### src/rtl/secuenciador_instrucciones_if.sv
// Bus between the instruction sequencer and its driver: program load port,
// run control, and the instruction stream that feeds ISA.instruccion.
interface secuenciador_instrucciones_if #(
    parameter int ANCHO_DIR = 5
);
    // Stream semantics: `instruccion` is meaningful only while `valida` is high.
    // There is no ready/backpressure from ISA; the only stall is `pausa`,
    // which freezes the current word, the PC and the hold counter.
    logic                 carga_en;
    logic [ANCHO_DIR-1:0] carga_dir;
    logic [19:0]          carga_dato;
    logic                 inicio;
    logic                 pausa;
    logic [ANCHO_DIR:0]   largo;
    logic [19:0]          instruccion;
    logic                 valida;
    logic [ANCHO_DIR-1:0] pc;
    logic                 ocupado;
    logic                 fin;
    logic                 error_carga;
    logic [1:0]           estado_dbg;

    modport master (
        output carga_en, carga_dir, carga_dato, inicio, pausa, largo,
        input  instruccion, valida, pc, ocupado, fin, error_carga, estado_dbg
    );

    modport slave (
        input  carga_en, carga_dir, carga_dato, inicio, pausa, largo,
        output instruccion, valida, pc, ocupado, fin, error_carga, estado_dbg
    );
endinterface

### src/rtl/secuenciador_instrucciones.sv
// Instruction sequencer: loadable program memory that replays its words in
// order, holding each one RETENCION cycles on the ISA instruction input.
module secuenciador_instrucciones #(
    parameter int PROF      = 32,
    parameter int ANCHO_DIR = 5,
    parameter int RETENCION = 4
) (
    input  logic                         clk,
    input  logic                         rst,
    secuenciador_instrucciones_if.slave  bus
);

    localparam int CW  = (RETENCION > 1) ? $clog2(RETENCION) : 1;
    localparam int AW1 = ANCHO_DIR + 1;
    localparam logic [CW-1:0]  CUENTA_INI = CW'(RETENCION - 1);
    localparam logic [AW1-1:0] PROF_W     = AW1'(PROF);

    typedef enum logic [1:0] {
        IDLE   = 2'd0,
        EMITIR = 2'd1,
        FIN    = 2'd2
    } estado_t;

    estado_t              r_estado;
    estado_t              w_estado_sig;
    logic [19:0]          r_mem [PROF];
    logic [ANCHO_DIR-1:0] r_pc;
    logic [ANCHO_DIR-1:0] w_pc_sig;
    logic [AW1-1:0]       r_restantes;
    logic [AW1-1:0]       w_restantes_sig;
    logic [CW-1:0]        r_cuenta;
    logic [CW-1:0]        w_cuenta_sig;
    logic                 r_error;
    logic                 w_escribe;
    logic                 w_rechazo;

    assign w_escribe = bus.carga_en && (r_estado == IDLE);
    assign w_rechazo = bus.carga_en && (r_estado != IDLE);

    // Program memory has no reset so a mid-run reset keeps the loaded program.
    always_ff @(posedge clk) begin
        if (w_escribe) begin
            r_mem[bus.carga_dir] <= bus.carga_dato;
        end
    end

    always_ff @(posedge clk or posedge rst) begin
        if (rst) begin
            r_estado    <= IDLE;
            r_pc        <= '0;
            r_restantes <= '0;
            r_cuenta    <= '0;
            r_error     <= 1'b0;
        end else begin
            r_estado    <= w_estado_sig;
            r_pc        <= w_pc_sig;
            r_restantes <= w_restantes_sig;
            r_cuenta    <= w_cuenta_sig;
            r_error     <= w_rechazo;
        end
    end

    always_comb begin
        w_estado_sig    = r_estado;
        w_pc_sig        = r_pc;
        w_restantes_sig = r_restantes;
        w_cuenta_sig    = r_cuenta;
        case (r_estado)
            IDLE: begin
                // A load in the same cycle wins over a start request.
                if (bus.inicio && !bus.carga_en) begin
                    if (bus.largo == '0) begin
                        w_estado_sig = FIN;
                    end else begin
                        w_estado_sig    = EMITIR;
                        w_pc_sig        = '0;
                        w_cuenta_sig    = CUENTA_INI;
                        w_restantes_sig = (bus.largo > PROF_W) ? PROF_W : bus.largo;
                    end
                end
            end
            EMITIR: begin
                if (!bus.pausa) begin
                    if (r_cuenta != '0) begin
                        w_cuenta_sig = r_cuenta - CW'(1);
                    end else if (r_restantes > AW1'(1)) begin
                        w_pc_sig        = r_pc + ANCHO_DIR'(1);
                        w_restantes_sig = r_restantes - AW1'(1);
                        w_cuenta_sig    = CUENTA_INI;
                    end else begin
                        w_estado_sig = FIN;
                    end
                end
            end
            FIN: begin
                w_estado_sig = IDLE;
            end
            default: begin
                w_estado_sig = IDLE;
            end
        endcase
    end

    // Outside EMITIR the word is all zeros, so the RAM write-enable bit stays low.
    assign bus.instruccion = (r_estado == EMITIR) ? r_mem[r_pc] : 20'd0;
    assign bus.valida      = (r_estado == EMITIR);
    assign bus.pc          = r_pc;
    assign bus.ocupado     = (r_estado != IDLE);
    assign bus.fin         = (r_estado == FIN);
    assign bus.error_carga = r_error;
    assign bus.estado_dbg  = r_estado;

endmodule

### src/flat_wrapper.sv
// flat-port wrapper written by rule: the top's interface ports become plain ports
module secuenciador_instrucciones_flat 
#(
    parameter int PROF      = 32,
    parameter int ANCHO_DIR = 5,
    parameter int RETENCION = 4
)
  (clk, rst, bus_carga_en, bus_carga_dir, bus_carga_dato, bus_inicio, bus_pausa, bus_largo, bus_instruccion, bus_valida, bus_pc, bus_ocupado, bus_fin, bus_error_carga, bus_estado_dbg);
  secuenciador_instrucciones_if #(.ANCHO_DIR(ANCHO_DIR)) bus_i ();
  input  logic clk;
  input  logic rst;
  input wire logic [$bits(bus_i.carga_en)-1:0] bus_carga_en;
  input wire logic [$bits(bus_i.carga_dir)-1:0] bus_carga_dir;
  input wire logic [$bits(bus_i.carga_dato)-1:0] bus_carga_dato;
  input wire logic [$bits(bus_i.inicio)-1:0] bus_inicio;
  input wire logic [$bits(bus_i.pausa)-1:0] bus_pausa;
  input wire logic [$bits(bus_i.largo)-1:0] bus_largo;
  output wire logic [$bits(bus_i.instruccion)-1:0] bus_instruccion;
  output wire logic [$bits(bus_i.valida)-1:0] bus_valida;
  output wire logic [$bits(bus_i.pc)-1:0] bus_pc;
  output wire logic [$bits(bus_i.ocupado)-1:0] bus_ocupado;
  output wire logic [$bits(bus_i.fin)-1:0] bus_fin;
  output wire logic [$bits(bus_i.error_carga)-1:0] bus_error_carga;
  output wire logic [$bits(bus_i.estado_dbg)-1:0] bus_estado_dbg;
  assign bus_i.carga_en = bus_carga_en;
  assign bus_i.carga_dir = bus_carga_dir;
  assign bus_i.carga_dato = bus_carga_dato;
  assign bus_i.inicio = bus_inicio;
  assign bus_i.pausa = bus_pausa;
  assign bus_i.largo = bus_largo;
  assign bus_instruccion = bus_i.instruccion;
  assign bus_valida = bus_i.valida;
  assign bus_pc = bus_i.pc;
  assign bus_ocupado = bus_i.ocupado;
  assign bus_fin = bus_i.fin;
  assign bus_error_carga = bus_i.error_carga;
  assign bus_estado_dbg = bus_i.estado_dbg;
  secuenciador_instrucciones #(.PROF(PROF), .ANCHO_DIR(ANCHO_DIR), .RETENCION(RETENCION)) u_core (.clk(clk), .rst(rst), .bus(bus_i));
endmodule
### config.mk
export PLATFORM = sky130hd
export DESIGN_NAME = secuenciador_instrucciones_flat
export DESIGN_NICKNAME = d
export VERILOG_FILES = /design/src/rtl/secuenciador_instrucciones_if.sv /design/src/rtl/secuenciador_instrucciones.sv /design/src/flat_wrapper.sv
export SDC_FILE = /design/constraint.sdc
export NUM_CORES = 1
export LEC_CHECK = 0
export ABC_AREA = 1
export BUFFER_PORTS_ARGS = -buffer_cell sky130_fd_sc_hd__buf_2
export CAP_MARGIN = 20
export CORE_MARGIN = 10
export CORE_UTILIZATION = 45
export DETAILED_ROUTE_END_ITERATION = 10
export GPL_TIMING_DRIVEN = 0
export PLACE_DENSITY = 0.72
export SLEW_MARGIN = 20
export SYNTH_ARGS = -nofsm -noshare
export SYNTH_HDL_FRONTEND = slang
export SYNTH_SLANG_ARGS = --single-unit
### constraint.sdc
create_clock -name clk -period 2.8 [get_ports clk]
set_clock_uncertainty 0.2 [all_clocks]
set_input_delay 0.14 -clock clk [delete_from_list [all_inputs] [get_ports clk]]
set_output_delay 0.14 -clock clk [all_outputs]
set_load 0.1 [all_outputs]
After elaboration in Yosys (flattened, before gate mapping)
Memories as Yosys holds them, arrays and structs flattened.
Index checks and enable logic that the tools add are counted.
{ "op_classes": {"reduce_logical": 12, "n_mux": 28, "eq_ne": 9, "n_bitwise": 0, "mul": 0, "n_shift": 0, "magnitude_cmp": 2, "n_addsub": 3, "n_div": 0} }
{ "ops": {"columns": ["op", "count"], "rows": [
  ["$mux 6", 6],
  ["$mux 5", 5],
  ["$mux 2", 10],
  ["$mux 20", 1],
  ["$pmux 6 s2", 1],
  ["$ne 2x2->1 const B", 5],
  ["$pmux 5 s2", 1],
  ["$pmux 2 s2", 2],
  ["$gt 6x1->1 const B", 1],
  ["$gt 6x6->1 const B", 1],
  ["$logic_not 6->1", 1],
  ["$reduce_and 6->1", 1],
  ["$reduce_bool 2->1", 3],
  ["$sub 6x1->6 const B", 1],
  ["$add 5x1->5 const B", 1],
  ["$reduce_and 5->1", 1],
  ["$reduce_and 4->1", 1],
  ["$logic_and 1x1->1", 3],
  ["$ne 3x1->1 const B", 1],
  ["$eq 2x1->1 const B", 1],
  ["$eq 2x2->1 const B", 1],
  ["$logic_not 2->1", 1],
  ["$mux 1", 2],
  ["$ne 2x1->1 const B", 1],
  ["2 further kinds", 2]
]} }
{ "word_totals": {"mem_bits_ro": 0, "n_memories": 1, "mem_bits_rw": 640, "latch_bits": 0, "register_bits": 16, "word_cells": 60} }
{ "mem_list": {"columns": ["name", "words", "width", "read_ports", "rd_ports_with_merged_regs", "write_ports", "line", "rtl"], "rows": [
  ["u_core.r_mem", 32, 20, 1, 0, 1, "secuenciador_instrucciones.sv:26", "logic [19:0] r_mem [PROF];"]
]} }

Depth between registers and ports, before layout
{ "logic_depth": {"word_depth": 5, "mapped_depth": 14} }

Worst setup path before layout
Ideal clock, no wire load.
{ "synth_path": {"path_type": "register to register", "from": "reg u_core.r_estado[0], in the netlist u_core.bus.estado_dbg[0]", "to": "mem u_core.r_mem[0][0] (enable)", "setup_ns": 0.397, "arrival_ns": 2.992, "setup_slack_ns": -0.788, "n_path_buf": 0, "stages_incl_launch_ff": 6, "cell_sequence": "dfrtp_1 nor2_1 inv_1 nor2_1 nand3_1 nor2_1"} }
{ "synth_via": {"elab_chain_len": 4} }
{ "synth_rtl": {"columns": ["element", "line", "rtl"], "rows": [
  ["from (decl)", "secuenciador_instrucciones.sv:24", "estado_t r_estado;"],
  ["from (signal assigned)", "secuenciador_instrucciones.sv:55", "r_estado <= w_estado_sig;"],
  ["$logic_not 2->1", "secuenciador_instrucciones.sv:37", "assign w_escribe = bus.carga_en && (r_estado == IDLE);"],
  ["$logic_and 1x1->1", "secuenciador_instrucciones.sv:37", null],
  ["$mux 1", "secuenciador_instrucciones.sv:42", "if (w_escribe) begin"],
  ["$mux 1 (not written as such)", "secuenciador_instrucciones.sv:43", "r_mem[bus.carga_dir] <= bus.carga_dato;"],
  ["to (decl)", "secuenciador_instrucciones.sv:26", null]
]} }
Every way passes these cells.

Final worst setup path
{ "layout_path": {"from": "reg u_core.r_pc[0], in the netlist u_core.bus.pc[0]", "to": "out bus_instruccion[6]"} }
{ "layout_via": {"elab_chain_len": 2} }
{ "layout_rtl": {"columns": ["element", "line", "rtl"], "rows": [
  ["from (decl)", "secuenciador_instrucciones.sv:27", "logic [ANCHO_DIR-1:0] r_pc;"],
  ["from (signal assigned)", "secuenciador_instrucciones.sv:56", "r_pc <= w_pc_sig;"],
  ["$mem_v2 32x20", null, null],
  ["$mux 20", "secuenciador_instrucciones.sv:105", "assign bus.instruccion = (r_estado == EMITIR) ? r_mem[r_pc] : 20'd0;"],
  ["to (decl)", "flat_wrapper.sv:18", "output wire logic [$bits(bus_i.instruccion)-1:0] bus_instruccion;"]
]} }
Every way passes these cells.

==> results.py <==
metrics = {
    "power_and_ir_drop": {
        "peakVddDrop_uv": 924,
        "p_comb_share_pct": 48.2,
        "switching_share_pct": 42.5,
        "finalPower_mw": 38.6,
        "p_seq_share_pct": 28.6,
        "power_density_mw_per_mm2": 1090,
        "clkPwrFrac_pct": 23.2,
        "p_leak_nw": 13.8,
        "p_sw_mw": 16.4,
        "internal-power_mw": 22.2,
    },
    "yosys": {
        "synthCells": 2640,
        "yosys_warnings": 0,
        "synth_cell_types": 26,
        "netlist.area_leader.share_pct": 69.0,
        "synth_area_per_cell_um2": 10.6,
        "synthTopCellsByArea": "edfxtp_1 69%, nand2_1 12%, nor2_1 4.8%",
        "syn_area_mm2": 0.0279,
        "ys_seq_area_share_pct": 70.4,
        "ys_seq_elements": 656,
        "synth_edf_count": 640,
        "yosysTopAreaCell": "edfxtp_1",
        "syn_nets": 2680,
        "async_flop_share_pct": 2.44,
        "ys.flop_type": "edfxtp_1",
    },
    "floorplanning": {
        "coreArea_mm2": 0.0615,
        "num_rows": 91,
        "dieWidth_um": 269,
        "design.die.area_mm2": 0.0723,
        "dieHeight_um": 269,
        "ios": 67,
        "start_util_pct": 45.3,
    },
    "timing": {
        "final.min_clock_period_ns": 3.15,
        "maxSlewHeadroom_pct": 30.1,
        "timing.final.hold_violations": 0,
        "clock.fmax_mhz": 317,
        "fin_ws_ns": -0.352,
        "post-route-period-util_pct": 113,
        "drv_slew": 0,
        "worst_pin_slew_ns": 1.05,
        "setup_viol": 20,
        "rsz0062_at_grt": "true",
    },
    "grt": {
        "grt_usage_pct": 23.4,
        "grt_pass1_vias": 19200,
        "antenna_found_initial": 5,
        "gr-total-overflow": 0,
        "grt_max_degree": 33,
        "grt_pass1_wl_mm": 124,
    },
    "placement": {
        "io_buffers": 66,
        "place.detailed.hpwl_mm": 53.3,
        "place.gp.congestion": 1.04,
        "placed_area_mm2": 0.0296,
        "placed_cells": 3498,
        "place_worst_setup_slack_ns": -0.640,
    },
    "worst_setup_path": {
        "r2r_start": "u_core.bus.estado_dbg[0]$_DFFE_PP0P_",
        "cp_top_family": "buffers and inverters",
        "crit_cells": 16,
        "cp_slowest_cell": "dfrtp_2",
        "critPathMaxStageDelay_ns": 0.37,
        "cp_data_arrival_time_ns": 2.81,
        "crit_path_end": "bus_instruccion[6]",
        "crit_path_frequent_cell": "nand2_2",
        "start_kind": "flip-flop",
        "reg2reg_setup_slack_ns": 0.11,
        "path_buf_inv": 7,
        "required_ns": 2.46,
        "end_kind": "output pin",
        "critPathMaxFanout": 6,
        "rr_worst_depth": 6,
        "path_cells": "buf_12 > clkinv_8 > buf_12 > buf_16 > buf_8 > buf_12 > nand2_2 > nand3_2 > nand2_2 > nand2_1 > nand2_2 > nor2_4 > nand2_2 > nand2_2 > nor2_4 > buf_12",
        "r2r-end": "u_core.r_mem[26][4]$_DFFE_PP_",
        "criticalPathCategory": "flip-flop to output pin",
        "crit_start": "u_core.bus.pc[0]$_DFFE_PP0P_",
    },
    "flow_run": {
        "maxCapViolCount": 0,
    },
    "run_status": {
        "violations": "setup timing",
        "outcome": "finished with violations",
    },
    "final_layout": {
        "fin_util_pct": 57.6,
        "finalInstanceArea_mm2": 0.0354,
        "regArea_mm2": 0.0196,
        "drive_gt1_share_pct": 23.7,
        "area_growth_syn_to_layout_pct": 27.0,
        "layoutNonFillerInstCount": 3747,
        "multi_input_area_mm2": 0.00856,
        "fin_nets": 2948,
        "nFillCells": 4679,
    },
    "cts": {
        "cts.htree.levels": 3,
        "cts_buffers": 66,
        "cts_root_buf": "clkbuf_16",
        "clk_latency_ns": 0.65,
        "cts_tree": "built",
        "clk_path_buf_depth": 3,
        "cts.clk_slew.worst_paths_ns": 0.06,
        "clock_sinks": 656,
    },
    "drt": {
        "postRouteAntennaNets": 0,
        "drc": 0,
        "first_pass_iters": 7,
        "vias_per_cell": 5.62,
        "routedWlPerCell_um": 24.0,
        "vias": 21100,
        "drt-total-wl_mm": 89.8,
        "drt_iter0_drc": 2888,
    },
    "worst_hold_path": {
        "hold_class": "input port to flip-flop",
    },
}
[cell type report]
cell class                      instances  share of cell area [%]
Buffer                                128                    2.90
Sequential cell                       656                    55.5
Inverter                              233                    2.52
Clock inverter                         41                    1.34
Antenna cell                            2                  0.0141
Tap cell                              790                    2.79
Clock buffer                           74                    4.75
Timing Repair Buffer                  176                    6.05
Multi-Input combinational cell       1647                    24.2
[power groups by stage]
stage | clock [mW] | sequential, mW | combinational [mW]
6_report | 8.96 | 11.0 | 18.6
5_1_grt | 9.35 | 11.0 | 19.4
4_1_cts | 8.97 | 11.0 | 17.4
3_5_place_dp | 0 | 11.2 | 13.5
3_3_place_gp | 0 | 11.2 | 13.3
2_1_floorplan | 0 | 11.5 | 9.29
[cell usage after synthesis (2+ instances only)]
library cell  instances
nor3_1                2
a21oi_1              22
buf_6                20
buf_2                45
inv_1               230
a21boi_0              3
o21ai_1              30
nand4_1               3
nand3_1             235
nand2_1             869
ha_1                  4
clkbuf_1             45
o21ai_0              85
xnor2_1               2
buf_4                 2
nor2_1              355
buf_1                20
inv_2                 2
edfxtp_1            640
xor2_1                5
dfrtp_1              16
[layout by cell type, fill, tap and decap left out, types with 11 or more instances in the layout]
cell,Yosys,layout
buf_6,20,11
nand3_2,1,61
nor2_4,0,112
nand2_4,0,20
nor2_2,0,31
clkinv_2,0,13
o21ai_0,85,77
buf_12,0,53
clkbuf_2,0,22
nand3_4,0,11
buf_2,45,68
dfrtp_1,16,11
dlygate4sd3_1,0,35
nand2_1,869,757
nor2_1,355,241
clkbuf_1,45,16
inv_1,230,227
buf_4,2,54
edfxtp_1,640,640
nand2_2,1,93
clkbuf_4,0,15
clkinv_1,1,13
o21ai_1,30,36
nand3_1,235,164
clkbuf_16,0,70
buf_8,1,16
[worst reg2reg max path: cells and delay by family, from the launching register on]
kind,cells,cell delay [ns]
buffers and inverters,2,0.35
flip-flops,1,0.51
AND/OR/NAND/NOR,4,1.26
[registers in the layout (all words and copies together), names as in the netlist]
name and count:
u_core.r_mem 640, u_core.r_restantes 6, u_core.bus.pc 5, u_core.bus.estado_dbg 2, u_core.r_cuenta 2, u_core.bus.error_carga 1
[per-stage QoR]
step,hold WS [ns],TNS (ns)
finish,0.00796,-5.87
global route,0.0365,-6.60
CTS,0.0112,-110.64
global placement,0.0572,-198.20
detailed placement,0.0670,-155.98
floorplan,-0.147,-147.38
[metal layers]
metal | GRT usage, % | vias up | wire (um)
met4 | 11.0 | 6 | 4180
met3 | 5.38 | 243 | 11100
met5 | 0 | - | 33
met1 | 31.2 | 10100 | 33400
li1 | - | 9294 | -
met2 | 36.1 | 1385 | 41000
[cells by family (layout without fill, tap and decap cells)]
kind of cell | count (synthesis) | count (layout) | share of synthesized area, %
AND/OR/NAND/NOR | 1466 | 1495 | 20.9
flip-flops | 656 | 656 | 70.4
buffers and inverters | 366 | 652 | 5.74
AO/OA/AOI/OAI | 141 | 141 | 2.57
XOR/XNOR | 7 | 7 | 0.220
adder cells (fa/ha/maj) | 4 | 4 | 0.180
other | 0 | 2 | 0
[worst min-delay path by stage]
stage | start | end | slack [ns] | depth (start not counted)
floorplan | rst | u_core.bus.error_carga$_DFF_PP0_ | -0.15 | 1
global placement | rst | u_core.bus.error_carga$_DFF_PP0_ | 0.06 | 2
detailed placement | rst | u_core.bus.estado_dbg[0]$_DFFE_PP0P_ | 0.07 | 2
CTS | bus_carga_dato[11] | u_core.r_mem[7][11]$_DFFE_PP_ | 0.01 | 1
global route | bus_carga_dato[10] | u_core.r_mem[7][10]$_DFFE_PP_ | 0.04 | 1
finish | bus_carga_dato[10] | u_core.r_mem[7][10]$_DFFE_PP_ | 0.008 | 1
[what timing repair did]
action / in CTS / in global routing
hold endpoints to repair: 474 / 32
resized for setup: 422 / 206
pin swaps: 69 / 106
cloned: 19 / 25
hold buffers: 33 / 2
setup buffers: 21 / 39
endpoints found under the setup margin: 583 / 662
(Power assumes the default switching activity.)
